## src/rtl/seq_serializer.sv

```systemverilog
// Parallel-to-serial front end: WIDTH-bit words in over valid/ready, one bit per clk out.
// A one-word hold register lets consecutive words stream with no idle gap between them.
module seq_serializer #(
  parameter int unsigned WIDTH     = 8,
  parameter bit          MSB_FIRST = 1'b1,
  parameter bit          IDLE_BIT  = 1'b0
) (
  input  logic             clk,
  input  logic             rst,
  input  logic [WIDTH-1:0] data_in,
  input  logic             load_valid,
  output logic             load_ready,
  output logic             out,
  output logic             busy,
  output logic             word_done
);

  localparam int unsigned      CntW    = (WIDTH > 2) ? $clog2(WIDTH) : 1;
  localparam logic [CntW-1:0]  LastCnt = CntW'(WIDTH - 1);

  typedef enum logic {StIdle, StShift} state_e;

  state_e           state_q, state_d;
  logic [CntW-1:0]  cnt_q, cnt_d;
  logic [WIDTH-1:0] shift_q, shift_d;
  logic [WIDTH-1:0] hold_q, hold_d;
  logic             hold_full_q, hold_full_d;
  logic             out_q, out_d;
  logic             xfer;

  // Bit that leaves first from a word, and the word with that bit consumed.
  function automatic logic head(input logic [WIDTH-1:0] w);
    return MSB_FIRST ? w[WIDTH-1] : w[0];
  endfunction

  function automatic logic [WIDTH-1:0] advance(input logic [WIDTH-1:0] w);
    return MSB_FIRST ? {w[WIDTH-2:0], 1'b0} : {1'b0, w[WIDTH-1:1]};
  endfunction

  assign load_ready = ~hold_full_q;
  assign xfer       = load_valid & ~hold_full_q;

  always_comb begin
    state_d     = state_q;
    cnt_d       = cnt_q;
    shift_d     = shift_q;
    hold_d      = hold_q;
    hold_full_d = hold_full_q;
    out_d       = out_q;
    unique case (state_q)
      StIdle: begin
        if (xfer) begin
          out_d   = head(data_in);
          shift_d = advance(data_in);
          cnt_d   = '0;
          state_d = StShift;
        end else begin
          out_d = IDLE_BIT;
        end
      end
      StShift: begin
        if (cnt_q == LastCnt) begin
          // Hold has priority; a transfer cannot coincide since load_ready is low.
          if (hold_full_q) begin
            out_d       = head(hold_q);
            shift_d     = advance(hold_q);
            cnt_d       = '0;
            hold_full_d = 1'b0;
          end else if (xfer) begin
            out_d   = head(data_in);
            shift_d = advance(data_in);
            cnt_d   = '0;
          end else begin
            out_d   = IDLE_BIT;
            state_d = StIdle;
          end
        end else begin
          cnt_d   = cnt_q + CntW'(1);
          out_d   = head(shift_q);
          shift_d = advance(shift_q);
          if (xfer) begin
            hold_d      = data_in;
            hold_full_d = 1'b1;
          end
        end
      end
      default: state_d = StIdle;
    endcase
  end

  always_ff @(posedge clk) begin
    if (rst) begin
      state_q     <= StIdle;
      cnt_q       <= '0;
      shift_q     <= '0;
      hold_q      <= '0;
      hold_full_q <= 1'b0;
      out_q       <= IDLE_BIT;
    end else begin
      state_q     <= state_d;
      cnt_q       <= cnt_d;
      shift_q     <= shift_d;
      hold_q      <= hold_d;
      hold_full_q <= hold_full_d;
      out_q       <= out_d;
    end
  end

  assign out       = out_q;
  assign busy      = (state_q == StShift);
  assign word_done = (state_q == StShift) && (cnt_q == LastCnt);

endmodule

```

## config.mk

```make
export PLATFORM = sky130hd
export DESIGN_NAME = seq_serializer
export DESIGN_NICKNAME = d
export VERILOG_FILES = /design/src/rtl/seq_serializer.sv
export SDC_FILE = /design/constraint.sdc
export NUM_CORES = 1
export LEC_CHECK = 0
export BUFFER_PORTS_ARGS = -buffer_cell sky130_fd_sc_hd__buf_2
export CAP_MARGIN = 20
export CORE_UTILIZATION = 54
export CTS_BUF_LIST = sky130_fd_sc_hd__clkbuf_4 sky130_fd_sc_hd__clkbuf_8 sky130_fd_sc_hd__clkbuf_16
export DETAILED_ROUTE_END_ITERATION = 10
export PLACE_DENSITY = 0.77
export SYNTH_ARGS = -nofsm -noshare
export SYNTH_HDL_FRONTEND = slang
export SYNTH_SLANG_ARGS = --single-unit
```

## constraint.sdc

```tcl
create_clock -name clk -period 2.1 [get_ports clk]
set_input_delay 0.21 -clock clk [delete_from_list [all_inputs] [get_ports clk]]
set_output_delay 0.21 -clock clk [all_outputs]
set_load 0.03 [all_outputs]
```

==> run summary, run 1 <==
Req. time, crit path = 1890 ps
Max FO, Critical Path = 10
Antenna violations before repair = 0
Most common library cell in the layout ignoring fill and taps = dfxtp_1
Share of synthesized registers carrying an async set or reset = 0%
Area occupied by multi-input gates = 528 sq um
Mean post-synth cell area = 9.88 sq um
Area taken by flip-flops and latches = 440 sq um
Clock-pin slew on the worst setup and hold paths = 120 ps
Finish-stage setup viols = 0
Data arrival time of the critical path = 1710 ps
Source of the worst register-to-register timing path = cnt_q[0]
Final-layout setup total negative slack = 0 ps
CTS H-Tree Depth = 1
Chip width = 45.4 um
Total cell area at the placement stage = 1090 sq um
Reg2Reg Setup Slack = 290 ps
Pins Over Slew Limit = 0
Flip-flop and latch count after synthesis = 22
Buf/Inv on CP = 2
Via count of the first global-routing pass = 733
Detailed Route Iter0 Violations = 15
Warnings from Yosys = 0
Die Y-Extent = 45.4 um
Util after Layout = 63.7%
Run status = finished clean
TritonCTS clock tree = yes
Clock tree sinks = 22
Global-route wire length before repair = 3.25 mm
Pin count of the biggest net entering global routing = 16
Sequential cell area fraction in the yosys report = 43.3%
Number of violations of the max-capacitance limit = 0
Antenna viol nets, final = 0
Wire length per cell after detailed routing = 14.5 um
Via density per instance = 5.54
Count of fill cells added during filler insertion = 164
Startpoint kind of the worst setup timing path = register
Worst slew slack as a fraction of its limit = 61.9%
Cell variety after synth = 26
Standby leakage power = 0.000472 uW
Remaining global-route overflow = 0
Time the worst path needs with I/O delays and setup = 1920 ps
Total power density per cell area = 687 nW/um^2
Post-placement worst setup slack = 317 ps
CTS Buf Count = 3
Final Hold Fails = 0
Library cell used as clock root buffer = clkbuf_4
Gates resized, CTS repair = 0
Crit path max-delay cell type = dfxtp_1
Final critical-path setup slack = 182 ps
Detailed-route wire length = 2.02 mm
Core ar. = 1750 sq um
Area of the die = 2060 sq um
Max Clock Freq = 0.521 GHz
Depth of the critical timing path with buffers and inverters included = 5
Summed area of non-filler cells in the final layout = 1110 sq um
Setup crit end = word_done
Share of post-route cells with drive strength above 1 = 19.1%
Total power draw = 764 uW
Mapped Area = 1020 sq um
R2R Path End = hold_q[3]
Quantity of hold-fixing buffers added after cts = 0
Top flip-flop cell by instance count after synthesis = dfxtp_1
Buffers inserted by post-CTS timing repair = 0
Total number of vias = 775
Buffers from clock root to sink, at most = 2
Worst Reg-to-Reg Cells = 5
Worst min-delay path category = input port to register
Unrepaired setup endpoints after global routing = no
Worst path cell trace = ha_1, ha_2, buf_4, and2_1, buf_2
Final worst path period share = 91.3%
Weighted congestion at the end of routability-driven global placement = 0.789
Largest stage delay on the critical path = 380 ps
Post-synthesis to final-layout area growth = 9.23%
Nets = 131
Drt drc = 0
Post-detail-place hpwl = 1.41 mm
Count of buffers from port buffering = 14
EDFF count, synth = 0
Most frequent cells in the layout = 22 x dfxtp_1, 15 x mux2i_1, 14 x buf_2
Number of antenna repair diodes = 0
Launch point of the worst path = cnt_q[0]
Worst IR drop on VDD = 0.425 mV
Critical path class = register to output pin
Slew at the pin closest to its max-slew limit = 571 ps
GRT Resource Usage Total = 22.1%
Post-Syn Instances = 103
Critical Path Sink Type = output pin
Drt first pass iters = 4
Cell Rows = 15
Insertion delay of the later-clocked pin in the worst-skew pair = 310 ps
Effective utilization at floorplan = 58.3%
Clock Skew = 5.42 ps
Cell family with most CP delay = adder cells
Top-level port count = 15
Synth Net Count = 117
[logic make-up after synthesis]
kind of cell / Yosys count / synth area share [%]
buf+inv: 9 / 5.04
flops: 22 / 43.3
compound gates: 25 / 17.6
fa+ha+maj: 3 / 3.69
mux: 15 / 14.8
simple gates: 29 / 15.6
[through the flow]
stage	hold slack [ps]	std cells
after floorplan	282	103
after global placement	441	137
after detailed placement	444	137
after CTS	145	140
after global routing	148	140
final	155	140
[flip-flops by register name (all words and copies together), names as in the netlist]
signal       count
busy             1
cnt_q            3
hold_full_q      1
hold_q           8
out              1
shift_q          8
[worst reg2reg max path: cells and delay by family (launching register included)]
kind                       cells  cell delay [ps]
muxes                          1              260
and+or+nand+nor                2              630
adders and majority gates      2              470
DFF                            1              350
[metal layers]
metal	share of wire (%)	global-route usage, %
met5	0	0
met4	1.4	12.7
met3	2.0	2.38
met2	46	34.9
met1	51	29.2
[worst min-delay path by stage]
stage,to,depth (start not counted),from,slack [ps]
floorplan,busy,1,rst,280
global placement,shift_q[0],1,shift_q[0],440
detailed placement,shift_q[0],1,shift_q[0],440
CTS,hold_q[6],3,data_in[6],140
global route,hold_q[6],3,data_in[6],150
finish,hold_q[0],3,data_in[0],150
[final cells by class]
class,instances,area share [%]
Inverter,3,1.01
Timing Repair Buffer,15,6.98
Multi-Input combinational cell,72,47.5
Sequential cell,22,39.6
Clock buffer,3,2.03
Tap cell,25,2.82
[power breakdown]
group / internal (uW) / switching, uW / leakage (uW) / total (uW)
Combinational: 52.0 / 63.1 / 0.000278 / 115
Clock: 67.1 / 122 / 0.0000138 / 189
Sequential: 441 / 18.6 / 0.000180 / 459
[synth_stat cells (2+ instances only)]
cell      count  share of area (%)
o22ai_1       7                4.3
buf_4         2                1.5
and2_1        2                1.2
nor2b_1      10                6.2
nor2_1       10                3.7
nand2b_1      3                1.8
nand2_1       2               0.74
buf_2         2               0.98
a22o_1        2                1.7
a211oi_1      2                1.5
dfxtp_1      22                 43
inv_1         3                1.1
mux2i_1      15                 15
ha_1          3                3.7
a31oi_1       7                4.3
(Power assumes the default switching activity.)
==> run 2, diff against run 1 <==
Settings changed: CELL_PAD_IN_SITES_DETAIL_PLACEMENT set to 0, CELL_PAD_IN_SITES_GLOBAL_PLACEMENT set to 1, CORE_UTILIZATION 54 to 42.
==> run summary, run 2 (same netlist as run 1, synthesis figures left out) <==
Run status = finished clean
Most used cell, CP = ha_1
Via density per instance = 5.33
Worst Hold Path EP = hold_q[2]
Max FO, Critical Path = 11
Buffers inserted by post-CTS timing repair = 0
CTS H-Tree Depth = 1
Time the worst path needs with I/O delays and setup = 1780 ps
Remaining global-route overflow = 0
Worst path cell trace = ha_1, ha_1, and2_1, buf_2
Pin count of the biggest net entering global routing = 16
Insertion delay of the later-clocked pin in the worst-skew pair = 300 ps
Count of buffers from port buffering = 14
Nets = 134
Wire length per cell after detailed routing = 13.5 um
Standby leakage power = 0.000497 uW
Clock Skew = 1.20 ps
Util after Layout = 50.9%
Drt first pass iters = 5
Clock tree sinks = 22
Biggest registers after layout = hold_q x8, shift_q x8, cnt_q x3
Quantity of hold-fixing buffers added after cts = 0
Weighted congestion at the end of routability-driven global placement = 0.758
Worst IR drop on VDD = 0.391 mV
Buffers from clock root to sink, at most = 2
Cell depth of the worst hold path = 3
Number of antenna repair diodes = 0
Most frequent cells in the layout = 22 x dfxtp_1, 15 x mux2i_1, 14 x buf_2
TritonCTS clock tree = yes
Top-level port count = 15
Chip width = 51.2 um
Data arrival time of the critical path = 1570 ps
Post-synthesis to final-layout area growth = 12.9%
Area of the die = 2620 sq um
Worst Reg-to-Reg Cells = 5
Worst min-delay path category = input port to register
Detailed-route wire length = 1.99 mm
Hold Startpoint = data_in[2]
Pins Over Slew Limit = 0
Post-placement worst setup slack = 467 ps
Core ar. = 2250 sq um
Total power density per cell area = 701 nW/um^2
Source of the worst register-to-register timing path = cnt_q[0]
Final critical-path setup slack = 321 ps
Via count of the first global-routing pass = 755
Reg2Reg Setup Slack = 450 ps
Drt drc = 0
R2R Path End = shift_q[2]
CTS Buf Count = 3
Share of post-route cells with drive strength above 1 = 21.0%
Critical path class = register to output pin
GRT Resource Usage Total = 17.6%
Unrepaired setup endpoints after global routing = no
Req. time, crit path = 1890 ps
Final Hold Fails = 0
Dpl cells = 143
Finish-stage setup viols = 0
Startpoint kind of the worst setup timing path = register
Slew at the pin closest to its max-slew limit = 338 ps
Largest stage delay on the critical path = 370 ps
Antenna violations before repair = 0
Antenna viol nets, final = 0
Die Y-Extent = 51.2 um
Clock-pin slew on the worst setup and hold paths = 120 ps
Post-detail-place hpwl = 1.44 mm
Max Clock Freq = 0.562 GHz
Worst slew slack as a fraction of its limit = 77.4%
Gates resized, CTS repair = 0
Crit path max-delay cell type = dfxtp_1
Number of violations of the max-capacitance limit = 0
Final-layout setup total negative slack = 0 ps
Library cell used as clock root buffer = clkbuf_4
Cell Rows = 17
Effective utilization at floorplan = 45.1%
Count of placed standard cells in the final layout, fillers left out = 147
Final worst path period share = 84.7%
Total number of vias = 783
Most common library cell in the layout ignoring fill and taps = dfxtp_1
Detailed Route Iter0 Violations = 5
Critical Path Sink Type = output pin
Global-route wire length before repair = 3.39 mm
run 2: cell types whose count changed in the layout (fill, tap and decap cells not counted):
cell      delta
buf_4        +3
clkbuf_8     +1
ha_1         +1
ha_2         -1
run 2: final cells by class:
class	count	area (sq um)
multi-input combinational	72	526
fill	233	1110
tap	28	35.0
inverter	3	11.3
timing repair buffer	18	100
clock buffer	4	36.3
sequential	22	440
run 2: worst max-delay path, delay by kind of cell, from the launching register on:
kind          cells  cell delay (ps)
fa+ha+maj         2              530
simple gates      1              170
flops             1              370
buf+inv           1              190
run 2: worst max-delay path by stage:
stage	start	end	slack (ps)
after floorplan	cnt_q[0]	hold_q[0]	610
after global placement	cnt_q[0]	hold_q[3]	490
after detailed placement	cnt_q[0]	hold_q[5]	470
after CTS	cnt_q[0]	word_done	290
after global routing	cnt_q[0]	word_done	220
final	cnt_q[0]	word_done	320
run 2: metrics by stage:
step | instance area [sq um] | hold WS [ps] | total power (uW)
4_1_cts | 1150 | 139 | 819
3_3_place_gp | 1110 | 443 | 585
5_1_grt | 1150 | 165 | 852
6_report | 1150 | 155 | 805
2_1_floorplan | 1020 | 282 | 553
3_5_place_dp | 1110 | 449 | 588
run 2: power breakdown:
| part | internal [uW] | switching, uW |
|---|---|---|
| Clock | 106 | 122 |
| Combinational | 56.2 | 65.6 |
| Sequential | 441 | 15.3 |
run 2: per-layer routing:
layer	track usage [%]	up-vias	part of all wire (%)
li1	-	402	-
met1	23.3	360	49
met2	26.1	15	45
met3	2.98	6	3.5
met4	11.3	0	2.8
met5	0	-	0
==> run 3, diff against run 2 <==
Settings changed: CORE_UTILIZATION 42 to 38, PLACE_DENSITY 0.77 to 0.74.
Clock period 2.1 ns to 1.57 ns, I/O delays scaled along.
==> run summary, run 3 (same netlist as run 1, synthesis figures left out) <==
Weighted congestion at the end of routability-driven global placement = 0.704
Max FO, Critical Path = 2
Standby leakage power = 0.000557 uW
Number of antenna repair diodes = 0
Via density per instance = 5.21
Pins Over Slew Limit = 0
Chip width = 53.7 um
Area of the die = 2890 sq um
Time the worst path needs with I/O delays and setup = 1520 ps
TritonCTS clock tree = yes
Critical path class = register to output pin
Final Hold Fails = 0
Clock Skew = 1.12 ps
Worst IR drop on VDD = 0.805 mV
Quantity of hold-fixing buffers added after cts = 0
Max Clock Freq = 0.658 GHz
Post-synthesis to final-layout area growth = 27.8%
Slew at the pin closest to its max-slew limit = 396 ps
Global-route wire length before repair = 3.96 mm
Count of buffers from port buffering = 14
Util after Layout = 52.0%
Source of the worst register-to-register timing path = cnt_q[0]
Worst min-delay path category = input port to register
Total power density per cell area = 956 nW/um^2
Unrepaired setup endpoints after global routing = yes
Req. time, crit path = 1410 ps
Wire length per cell after detailed routing = 14.3 um
Drt first pass iters = 4
Number of violations of the max-capacitance limit = 0
Critical Path Sink Type = output pin
Buffers from clock root to sink, at most = 2
Worst slew slack as a fraction of its limit = 73.5%
Setup crit end = word_done
Total power draw = 1240 uW
Finish-stage setup viols = 0
R2R Path End = shift_q[1]
Post-detail-place hpwl = 1.56 mm
Worst Reg-to-Reg Cells = 7
Remaining global-route overflow = 0
Area occupied by multi-input gates = 556 sq um
Top-level port count = 15
Library cell used as clock root buffer = clkbuf_4
Final critical-path setup slack = 50.9 ps
Effective utilization at floorplan = 40.7%
Insertion delay of the later-clocked pin in the worst-skew pair = 310 ps
Run status = finished clean
CTS Buf Count = 3
Area taken by flip-flops and latches = 443 sq um
Antenna violations before repair = 0
Die Y-Extent = 53.7 um
Total cell area at the placement stage = 1170 sq um
Antenna viol nets, final = 0
GRT Resource Usage Total = 20.0%
Data arrival time of the critical path = 1360 ps
Pin count of the biggest net entering global routing = 16
Post-placement worst setup slack = 39.0 ps
Reg2Reg Setup Slack = 90 ps
CTS H-Tree Depth = 1
Cell Rows = 18
Count of fill cells added during filler insertion = 236
Biggest registers after layout = hold_q x8, shift_q x8, cnt_q x3
Clock-pin slew on the worst setup and hold paths = 130 ps
Launch point of the worst path = cnt_q[0]
Summed area of non-filler cells in the final layout = 1300 sq um
Most frequent cells in the layout = 20 x dfxtp_1, 15 x mux2i_1, 13 x buf_2
Nets = 145
Drt drc = 0
Most common library cell in the layout ignoring fill and taps = dfxtp_1
Total number of vias = 833
Hold Startpoint = data_in[3]
Startpoint kind of the worst setup timing path = register
Core ar. = 2500 sq um
Detailed-route wire length = 2.28 mm
Via count of the first global-routing pass = 864
Final worst path period share = 96.8%
Detailed Route Iter0 Violations = 8
Clock tree sinks = 22
Share of post-route cells with drive strength above 1 = 32.3%
-- run 3: cell types whose count changed in the layout (fill, tap and decap cells not counted), sizes merged --
| cell | before | now |
|---|---|---|
| bufinv | 0 | 1 |
| clkbuf | 4 | 3 |
| buf | 18 | 29 |
-- run 3: power breakdown --
| group | switching (uW) | internal (uW) | leakage [uW] |
|---|---|---|---|
| Combinational | 92.1 | 92.1 | 0.000349 |
| Clock | 185 | 258 | 0.0000279 |
| Sequential | 24.6 | 590 | 0.000181 |
| Total | 302 | 941 | 0.000557 |
-- run 3: critical path: stages (launching register included) --
cell and delay, ps:
dfxtp_2 360, ha_4 170, ha_4 160, buf_6 110, and2_4 120, buf_6 130
-- run 3: what timing repair did --
item,in CTS,in global routing
resized for setup,8,5
setup endpoints to repair,1,8
pin swaps,0,3
setup buffers,2,2
hold endpoints to repair,0,0
-- run 3: area by class of cell --
cell class,count,share of cell area (%)
clock buffer,3,1.73
sequential,22,34.1
multi-input combinational,72,42.7
tap,30,2.89
timing repair buffer,29,15.4
inverter,3,0.866
clock inverter,1,2.31
-- run 3: worst min-delay path by stage --
stage	end	slack, ps	cells past startpoint
2_1_floorplan	busy	230	1
3_3_place_gp	hold_q[2]	410	3
3_5_place_dp	hold_q[4]	420	3
4_1_cts	hold_q[2]	80	3
5_1_grt	hold_q[3]	80	3
6_report	hold_q[3]	90	3
-- run 3: layer usage --
metal | up-vias | share of wire, % | wire length (um) | global-route usage [%]
li1 | 423 | - | - | -
met1 | 394 | 48 | 1110 | 23.2
met2 | 14 | 47 | 1070 | 34.8
met3 | 2 | 3.6 | 82 | 5.93
met4 | 0 | 1.3 | 29 | 6.58
met5 | - | 0 | 0 | 0
-- run 3: through the flow --
step                hold slack (ps)  TNS [ps]  instances
finish                         85.4         0        160
global route                   77.6     -9.24        160
CTS                            80.0         0        158
detailed placement              424         0        152
global placement                411         0        152
floorplan                       229         0        103
